[config.mk]
export PLATFORM = sky130hd
export DESIGN_NAME = ddr4_bank_cmd_sequencer
export DESIGN_NICKNAME = d
export VERILOG_FILES = /design/src/rtl/ddr4_bank_cmd_sequencer.sv
export SDC_FILE = /design/constraint.sdc
export NUM_CORES = 1
export LEC_CHECK = 0
export CAP_MARGIN = 20
export CORE_ASPECT_RATIO = 1.4
export CORE_MARGIN = 4
export CORE_UTILIZATION = 55
export CTS_CLUSTER_SIZE = 30
export DETAILED_ROUTE_END_ITERATION = 6
export DONT_BUFFER_PORTS = 1
export GPL_TIMING_DRIVEN = 0
export HOLD_SLACK_MARGIN = 0.03
export PLACE_DENSITY = 0.74
export REMOVE_ABC_BUFFERS = 1
export SYNTH_ARGS = -nofsm -noshare
export SYNTH_HDL_FRONTEND = slang
export SYNTH_SLANG_ARGS = --single-unit
[constraint.sdc]
create_clock -name ck_t -period 4.78 [get_ports ck_t]
set_input_delay 0.956 -clock ck_t [delete_from_list [all_inputs] [get_ports ck_t]]
set_output_delay 0.956 -clock ck_t [all_outputs]
set_load 0.02 [all_outputs]
[src/rtl/ddr4_bank_cmd_sequencer.sv]
// ddr4_bank_cmd_sequencer: per-bank open-row tracker issuing timed PRE/ACT/RD/WR/PREA to DDR4 pins
module ddr4_bank_cmd_sequencer #(
  parameter int RANKS     = 1,
  parameter int BGWIDTH   = 2,
  parameter int BAWIDTH   = 2,
  parameter int ADDRWIDTH = 17,
  parameter int COLWIDTH  = 10,
  parameter int TRP       = 16,
  parameter int TRCD      = 16,
  parameter int TRRD_S    = 4,
  parameter int TRRD_L    = 6,
  parameter int TCCD      = 4
) (
  input  logic                 ck_t,
  input  logic                 reset_n,
  input  logic                 req_valid,
  output logic                 req_ready,
  input  logic                 req_write,
  input  logic [BGWIDTH-1:0]   req_bg,
  input  logic [BAWIDTH-1:0]   req_ba,
  input  logic [ADDRWIDTH-1:0] req_row,
  input  logic [COLWIDTH-1:0]  req_col,
  input  logic                 prea_req,
  output logic [RANKS-1:0]     cs_n,
  output logic                 act_n,
  output logic [ADDRWIDTH-1:0] A,
  output logic [BGWIDTH-1:0]   bg,
  output logic [BAWIDTH-1:0]   ba,
  output logic                 cmd_done
);
  localparam int NB = 1 << (BGWIDTH + BAWIDTH);
  localparam logic [7:0] T_RP = 8'(TRP), T_RCD = 8'(TRCD), T_RRS = 8'(TRRD_S), T_RRL = 8'(TRRD_L), T_CCD = 8'(TCCD);
  typedef enum logic [2:0] {IDLE, DECIDE, PRE, ACT, CAS, PREA} state_t;
  state_t state, state_nx;
  logic                 wr_q;
  logic [BGWIDTH-1:0]   bg_q, last_act_bg;
  logic [BAWIDTH-1:0]   ba_q;
  logic [ADDRWIDTH-1:0] row_q, a_nx;
  logic [COLWIDTH-1:0]  col_q;
  logic [NB-1:0]        open_q;
  logic [ADDRWIDTH-1:0] row_tab [NB];
  logic [7:0]           t_pre, t_act, t_cas;
  logic                 accept, issue_pre, issue_act, issue_cas, issue_prea, issue;
  logic [BGWIDTH+BAWIDTH-1:0] idx;
  assign idx   = {bg_q, ba_q};
  assign issue = issue_pre | issue_act | issue_cas | issue_prea;
  // each counter holds edges elapsed since its command; saturation means satisfied
  function automatic logic [7:0] inc(input logic [7:0] v);
    return v + {7'd0, v != 8'hff};
  endfunction
  always_comb begin
    state_nx   = state;
    accept     = 1'b0;
    issue_pre  = 1'b0;
    issue_act  = 1'b0;
    issue_cas  = 1'b0;
    issue_prea = 1'b0;
    case (state)
      IDLE:    if (req_ready && prea_req) state_nx = PREA;
               else if (req_ready && req_valid) begin accept = 1'b1; state_nx = DECIDE; end
      DECIDE:  state_nx = !open_q[idx] ? ACT : (row_tab[idx] == row_q ? CAS : PRE);
      PRE:     begin issue_pre = 1'b1; state_nx = ACT; end
      ACT:     if (t_pre >= T_RP && t_act >= (bg_q == last_act_bg ? T_RRL : T_RRS)) begin
                 issue_act = 1'b1;
                 state_nx  = CAS;
               end
      CAS:     if (t_act >= T_RCD && t_cas >= T_CCD) begin issue_cas = 1'b1; state_nx = IDLE; end
      PREA:    if (t_act >= T_RCD) begin issue_prea = 1'b1; state_nx = IDLE; end
      default: state_nx = IDLE;
    endcase
    a_nx                 = '0;
    a_nx[16:14]          = issue_cas ? {2'b10, ~wr_q} : (issue_pre | issue_prea) ? 3'b010 : 3'b000;
    a_nx[10]             = issue_prea;
    a_nx[COLWIDTH-1:0]   = issue_cas ? col_q : '0;
    if (issue_act) a_nx  = row_q;
  end
  always_ff @(posedge ck_t or negedge reset_n) begin
    if (!reset_n) begin
      state       <= IDLE;
      req_ready   <= 1'b0;
      cs_n        <= '1;
      act_n       <= 1'b1;
      A           <= '0;
      bg          <= '0;
      ba          <= '0;
      cmd_done    <= 1'b0;
      open_q      <= '0;
      t_pre       <= 8'hff;
      t_act       <= 8'hff;
      t_cas       <= 8'hff;
      last_act_bg <= '0;
      wr_q        <= 1'b0;
      bg_q        <= '0;
      ba_q        <= '0;
      row_q       <= '0;
      col_q       <= '0;
    end else begin
      state     <= state_nx;
      req_ready <= state_nx == IDLE;
      cs_n      <= {RANKS{~issue}};
      act_n     <= ~issue_act;
      A         <= a_nx;
      cmd_done  <= issue_cas | issue_prea;
      if (issue_pre | issue_act | issue_cas) begin
        bg <= bg_q;
        ba <= ba_q;
      end
      if (accept) begin
        wr_q  <= req_write;
        bg_q  <= req_bg;
        ba_q  <= req_ba;
        row_q <= req_row;
        col_q <= req_col;
      end
      if (issue_prea) open_q <= '0;
      else if (issue_pre) open_q[idx] <= 1'b0;
      else if (issue_act) open_q[idx] <= 1'b1;
      if (issue_act) last_act_bg <= bg_q;
      t_pre <= (issue_pre | issue_prea) ? 8'd1 : inc(t_pre);
      t_act <= issue_act ? 8'd1 : inc(t_act);
      t_cas <= issue_cas ? 8'd1 : inc(t_cas);
    end
  end
  always_ff @(posedge ck_t) if (issue_act) row_tab[idx] <= row_q;
endmodule

# After elaboration in Yosys (flattened, before gate mapping)
# Memory sizes are Yosys's and may differ from the RTL's.
# Cells that the tools add are included.
# W data, S select, Z words.
[totals]
regBits = 102
latch_bits = 0
ramBits = 272
mem_bits_ro = 0
in_bits = 36
memories = 1
[memory_table]
columns = ["memory", "words", "word_bits", "read_ports", "rd_ports_with_merged_regs", "write_ports", "line", "source"]
rows = [
  ["row_tab", 16, 17, 1, 0, 1, "41", "logic [ADDRWIDTH-1:0] row_tab [NB];"],
]
[op_classes]
addsub = 3
multipliers = 0
n_div = 0
n_lt_le_gt_ge = 6
n_eq_ne = 10
shift = 0
muxes = 35
bitwise = 11
reduce_logical = 8
[ops]
columns = ["cell", "n"]
rows = [
  ["$mux W16", 3],
  ["$add A8 B1 Y8", 3],
  ["$mux W3", 8],
  ["$mux W8", 3],
  ["$ne A8 B8 Y1 const B", 3],
  ["$pmux W3 S6", 1],
  ["$eq A17 B17 Y1", 1],
  ["$mux W17", 1],
  ["$and A16 B16 Y16", 1],
  ["$ge A8 B5 Y1 const B", 2],
  ["$not A16 Y16", 1],
  ["$or A16 B16 Y16", 1],
  ["$mux W1", 14],
  ["$mux W10", 1],
  ["$ge A8 B3 Y1", 1],
  ["$ge A8 B3 Y1 const B", 1],
  ["$eq A3 B2 Y1 const B", 2],
  ["$eq A3 B3 Y1 const B", 2],
  ["$logic_not A3 Y1", 2],
  ["$logic_and A1 B1 Y1", 5],
  ["$lt A4 B5 Y1 const B", 1],
  ["$or A1 B1 Y1", 5],
  ["$bmux W1 S4", 1],
  ["$demux W1 S4", 1],
  ["6 further kinds", 9],
]

# Depth between registers and ports, before layout
# Gate-level depths: netlist (run 1).
[depth]
depth_word = 10
depth_mapped = 17

# Least setup slack after synthesis (run 1)
# OpenSTA, ideal clock, no wires.
[synth_timing]
kind = "register -> register"
from = "reg bg_q[0]"
to = "mem row_tab[3][0] (enable)"
setup_ns = 0.415
t_arrival_ns = 3.809
slack_ns = 0.556
path_stages_with_launch = 15
path_buffers = 4
synth_period_minus_slack_ns = 4.224
path_cell_list = "dfrtp_1 -> clkbuf_1 -> clkbuf_1 -> clkbuf_1 -> xor2_1 -> nor2_1 -> ha_1 -> inv_1 -> o21ai_0 -> a211oi_1 -> nor2_1 -> and2_1 -> clkbuf_1 -> inv_1 -> nor3_1"
[synth_between]
elab_chain_cells = 8
[synth_lines]
columns = ["item", "line", "source"]
rows = [
  ["start: declaration", "36", "logic [BGWIDTH-1:0] bg_q, last_act_bg;"],
  ["start signal: assignment", "110", "bg_q <= req_bg;"],
  ["$eq A2 B2 Y1", "63", "ACT: if (t_pre >= T_RP && t_act >= (bg_q == last_act_bg ? T_RRL : T_RRS)) begin"],
  ["$mux W2", "63", ""],
  ["$ge A8 B3 Y1", "63", ""],
  ["$logic_and A1 B1 Y1", "63", ""],
  ["$mux W1", "63", ""],
  ["$mux W1", "58", "case (state)"],
  ["$mux W1", "124", "always_ff @(posedge ck_t) if (issue_act) row_tab[idx] <= row_q;"],
  ["$mux W1 (implied by the code)", "124", ""],
  ["end: declaration", "41", ""],
]
# Several ways; a longest one is shown, not always the timed one.

# Final worst setup path (run 1)
[layout_timing]
from = "reg bg_q[1]"
to = "mem row_tab[7][5] (enable)"
# The elaborated chain is that of the path after synthesis.

==> impl_metrics.ini, run 1 <==
[setup_path]
slowest_stage = dfrtp_1
cp.required_ns = 5.01
crit_path_cell_trace = xor2_1, nor2_1, ha_1, inv_1, o21ai_0, a211oi_1, nor2_1, and2_1, inv_1, nor3_2, buf_6
path_class = reg -> reg
worstSetupStartpointType = flip-flop
worstPathMaxFanout = 22
r2r_cells = 11
crit_family = simple AND/OR/NAND/NOR gates
worst-path-buf-inv = 3
slowest_delay_ns = 1.06
crit_arrival_ns = 4.76
r2r-end = row_tab[7][5]
r2r_slack_ns = 0.25
endpoint_kind = flip-flop
rr_startpoint = bg_q[1]

[pwr]
p_leak_nw = 6.03
peakVddDrop_v = 0.000372
powerDensity_mw_per_mm2 = 560

[grt]
grt-ovfl-total = 0
grt_max_degree = 103
grt_pass1_wl_mm = 50.5
antenna_found_initial = 0
grt_usage = 0.223
grt_pass1_vias = 8295

[clocking]
cts_root_buf = clkbuf_16
post-cts-setup-buffers = 0
htree_levels = 2
cts-resized-gates = 0
clk-insertion-delay-late_ns = 0.53
clkSinkCount = 374
clk_pin_slew_ns = 0.06
hold_buffers = 0
numCtsBuffers = 35
cts_tree = yes
cts_max_path_buffers = 3

[job]
drv_cap = 0

[die]
die-area_mm2 = 0.0303
io_pins = 61
start_util = 0.561
core-area_mm2 = 0.0270
row_count = 71
die_w_um = 148
die_y_um = 204

[final_layout]
stdcell_area_mm2 = 0.0171
num_antenna_cells = 0
area_delta_synth_final_pct = 12.6
final_cell_mix = edfxtp_1, dfrtp_1, mux4_2
layout_commonest_cell = edfxtp_1
final_util = 0.632
n_fill_cell = 1884
num-nets-final = 954
drive_gt1_frac = 0.250

[yosys]
async_flop_share = 0.273
yosysWarnings = 0
seq_area_frac_synth = 0.710
postSynthCellCount = 889
synth-seq-cells = 374
ys.flop_type = edfxtp_1
avgSynthCellArea_um2 = 17.0
syn_area_mm2 = 0.0152
yosys.cell_types.count = 59
synth-edff-count = 272

[sta]
setup_slack_ns = 0.247
setup_tns_ns = 0
timing.fmax_mhz = 221
finalClockSkew_ns = 0.0151
tightest_slew_ns = 1.10
setup_violations = 0
finalHoldViolations = 0
rsz0062_at_grt = no
slew_violations = 0
maxSlewHeadroom = 0.266
period_share = 0.948
holdWs_ns = 0.126
fin_crit_ns = 4.53

[place]
place_congestion = 0.839
port_buffers = 0
pre_cts_slack_ns = 0.232
postPlaceCellArea_mm2 = 0.0160
dp_hpwl_mm = 20.5

[min_path]
hold_class = in -> async

[routing]
viasPerCell = 6.23
wl_met1_mm = 12.8
drt-total-wl_mm = 33.0
drc_errors = 0
maxUsedRoutingLayer = met4
postRouteAntennaNets = 0
num_vias = 8113
wl_met3_mm = 2.08
first_iter_violations = 913
drt_pass1_iterations = 6
met2WireLength_mm = 17.3
wire_per_inst_um = 25.4

[status]
status = finished clean
[state kept, by name, summed over array words and instances, names as in the netlist]
| name | count |
|---|---|
| req_ready | 1 |
| ba_q | 2 |
| col_q | 10 |
| act_n | 1 |
| t_cas | 8 |
| row_q | 17 |
| bg_q | 2 |
| ba | 2 |
| cmd_done | 1 |
| cs_n | 1 |
| t_pre | 8 |
| last_act_bg | 2 |
| open_q | 16 |
| row_tab | 272 |
| A | 17 |
| bg | 2 |
| t_act | 8 |
| state | 3 |
| wr_q | 1 |
[cells by family after synthesis]
family                     count (synthesis)  synth area share
muxes                                    141             0.141
xor gates and xnor gates                  39            0.0225
and+or+nand+nor                          178            0.0558
adders and majority gates                  7           0.00578
AOI/OAI and AO/OA                         96            0.0480
DFF                                      374             0.710
buffers and inverters                     54            0.0175
[how the worst max path moves through the flow]
stage,depth (start not counted),from,endpoint
after floorplan,2,ba_q[1],row_tab[3][0]
after global placement,2,ba_q[1],row_tab[3][8]
after detailed placement,11,bg_q[1],row_tab[7][0]
after CTS,11,bg_q[1],row_tab[7][5]
after global routing,11,bg_q[1],row_tab[7][5]
final,11,bg_q[1],row_tab[7][5]
[worst reg2reg max path, stage by stage, from the launching register on]
cell,delay [ns]
dfrtp_1,1.06
xor2_1,0.20
nor2_1,0.08
ha_1,0.27
inv_1,0.03
o21ai_0,0.14
a211oi_1,0.12
nor2_1,0.13
and2_1,0.63
inv_1,0.53
nor3_2,0.79
buf_6,0.25
[report_power, final]
group	switching, W	leakage (nW)	internal [W]	total, W
registers	0.000620	3.77	0.00408	0.00470
logic	0.00115	1.72	0.00106	0.00221
clock network	0.00116	0.534	0.00148	0.00264
[synth_stat cells, types with 10 or more instances]
master,count,share of area
clkbuf_1,24,0.0059
nand3_1,17,0.0056
xnor2_1,17,0.0098
a22o_1,12,0.0069
and3_1,10,0.0041
nor2_1,53,0.013
buf_4,11,0.0054
dfstp_2,26,0.045
nand2_1,48,0.012
edfxtp_1,272,0.54
nor2b_1,12,0.0050
dfrtp_1,76,0.13
a31o_2,16,0.0092
mux2_2,37,0.027
o21ai_0,16,0.0053
xor2_1,22,0.013
mux4_2,54,0.080
inv_1,10,0.0025
mux2i_1,50,0.033
[per-stage QoR]
step                      instances  total power, W
after floorplan                 846         0.00623
after global placement         1211         0.00693
after detailed placement       1239         0.00696
after CTS                      1302         0.00959
after global routing           1302         0.00997
final                          1302         0.00956
[final cells by class]
type	instances	area [µm²]	area share
repair buffers	28	529	0.0310
clock inverters	19	113	0.00660
multi-input cells	461	4200	0.246
clock buffers	44	962	0.0564
inverters	11	41.3	0.00242
well taps	365	457	0.0268
flip-flops and latches	374	10800	0.631
[routing by layer]
metal | vias to the layer above | GRT usage
met2 | 350 | 0.378
met5 | - | 0
li1 | 3496 | -
met3 | 61 | 0.0322
met4 | 0 | 0.0723
met1 | 4206 | 0.301
(Power assumes the default switching activity.)
==> inputs of run 2 (changes only) <==
Settings changed: CORE_UTILIZATION 55 to 29, PLACE_DENSITY 0.74 to 0.47.
==> run 2 against run 1 <==
Total power increased by 2.1%. Global-route usage is 8.8 points lower. Register-to-register slack improved by 0.19 ns. Die area rose by 85%. Non-clock buffer count rose by 4. Critical path type unchanged. Final area up 2.8%.
==> impl_metrics.ini, run 2 (synthesis results as in run 1) <==
[sta]
setup_tns_ns = 0
finalHoldViolations = 0
finalClockSkew_ns = 0.0190
fin_crit_ns = 4.35
rsz0062_at_grt = no
slew_violations = 0
tightest_slew_ns = 1.08
maxSlewHeadroom = 0.282
setup_violations = 0
period_share = 0.909
timing.fmax_mhz = 230

[final_layout]
drive_gt1_frac = 0.264
num_antenna_cells = 0
top_register = row_tab
final_cells = 1591
area_delta_synth_final_pct = 15.8
final_util = 0.341
stdcell_area_mm2 = 0.0175
layout_commonest_cell = edfxtp_1
num-nets-final = 958
final_cell_mix = edfxtp_1, dfrtp_1, mux4_2
largest_reg_flops = 272
top_regs = row_tab (272), A (17), row_q (17)

[die]
die-area_mm2 = 0.0560
die_y_um = 278
start_util = 0.295
io_pins = 61
die_w_um = 201
core-area_mm2 = 0.0514
row_count = 98

[routing]
drt_pass1_iterations = 5
wire_per_inst_um = 24.0
drc_errors = 0
num_vias = 7909
viasPerCell = 4.97
first_iter_violations = 497
postRouteAntennaNets = 0
drt-total-wl_mm = 38.3

[grt]
antenna_found_initial = 1
grt-ovfl-total = 0
grt_max_degree = 103
grt_usage = 0.135
grt_pass1_wl_mm = 56.5
grt_pass1_vias = 8383

[status]
status = finished clean

[pwr]
peakVddDrop_v = 0.000318
power_w = 0.00976
p_leak_nw = 6.10
powerDensity_mw_per_mm2 = 556

[clocking]
cts_max_path_buffers = 3
numCtsBuffers = 35
clk_pin_slew_ns = 0.06
clk-insertion-delay-late_ns = 0.53
clkSinkCount = 374
hold_buffers = 0
cts_tree = yes
htree_levels = 2
cts_root_buf = clkbuf_16

[setup_path]
crit_path_cell_trace = xor2_1, nor2_1, ha_1, inv_1, o21ai_0, a211oi_1, nor2_1, and2_2, clkinvlp_4, buf_4, nor3_4, buf_6, buf_6
cp.required_ns = 5.01
path_class = reg -> reg
slowest_delay_ns = 0.91
endpoint_kind = flip-flop
crit_family = simple AND/OR/NAND/NOR gates
crit_arrival_ns = 4.58
slowest_stage = dfrtp_2
worstPathMaxFanout = 32
worst-path-buf-inv = 5
worstSetupStartpointType = flip-flop

[place]
postPlaceCellArea_mm2 = 0.0164
dp_hpwl_mm = 24.4
dp.cells = 1525
place_congestion = 0.766
port_buffers = 0

[min_path]
hold_class = in -> async

[job]
drv_cap = 0
-- run 2: cell type report --
type                       count  area (µm²)
tap                          650         813
multi-input combinational    461        4250
inverter                      11        45.0
timing repair buffer          32         533
fill                        4845       33800
sequential                   374       10800
clock inverter                12        88.8
clock buffer                  51        1050
-- run 2: where the power goes --
part | switching [W] | leakage (nW) | internal (W)
clock | 0.00120 | 0.571 | 0.00158
sequential | 0.000665 | 3.77 | 0.00408
combinational | 0.00118 | 1.76 | 0.00105
total | 0.00304 | 6.10 | 0.00672
-- run 2: metal layers --
layer | track usage | up-vias | part of all wire
met5 | 0 | - | 0.00029
met3 | 0.0209 | 69 | 0.033
li1 | - | 3506 | -
met2 | 0.241 | 145 | 0.52
met4 | 0.0510 | 2 | 0.036
met1 | 0.165 | 4187 | 0.41
-- run 2: stage by stage --
stage	hold slack (ns)	setup WS [ns]
2_1_floorplan	0.417	-0.186
3_3_place_gp	0.439	-4.27
3_5_place_dp	0.435	-0.159
4_1_cts	0.0948	0.0205
5_1_grt	0.100	0.161
6_report	0.129	0.435
-- run 2: timing repair --
| action | in CTS | in global routing |
|---|---|---|
| buffers inserted | 0 | 3 |
| setup endpoints to repair | 21 | 27 |
| gates resized for setup | 2 | 1 |
-- run 2: worst paths after layout --
| check | start | to | slack, ns | cells past startpoint |
|---|---|---|---|---|
| worst min-delay path | reset_n | row_q[14] | 0.13 | 0 |
| worst min register to register | wr_q | A[14] | 0.45 | 1 |
| max in group asynchronous | reset_n | cs_n | 4.37 | 0 |
| worst max-delay path | bg_q[0] | row_tab[11][0] | 0.43 | 13 |
| min in group ck_t | wr_q | A[14] | 0.45 | 1 |
| worst max register to register | bg_q[0] | row_tab[11][0] | 0.43 | 13 |
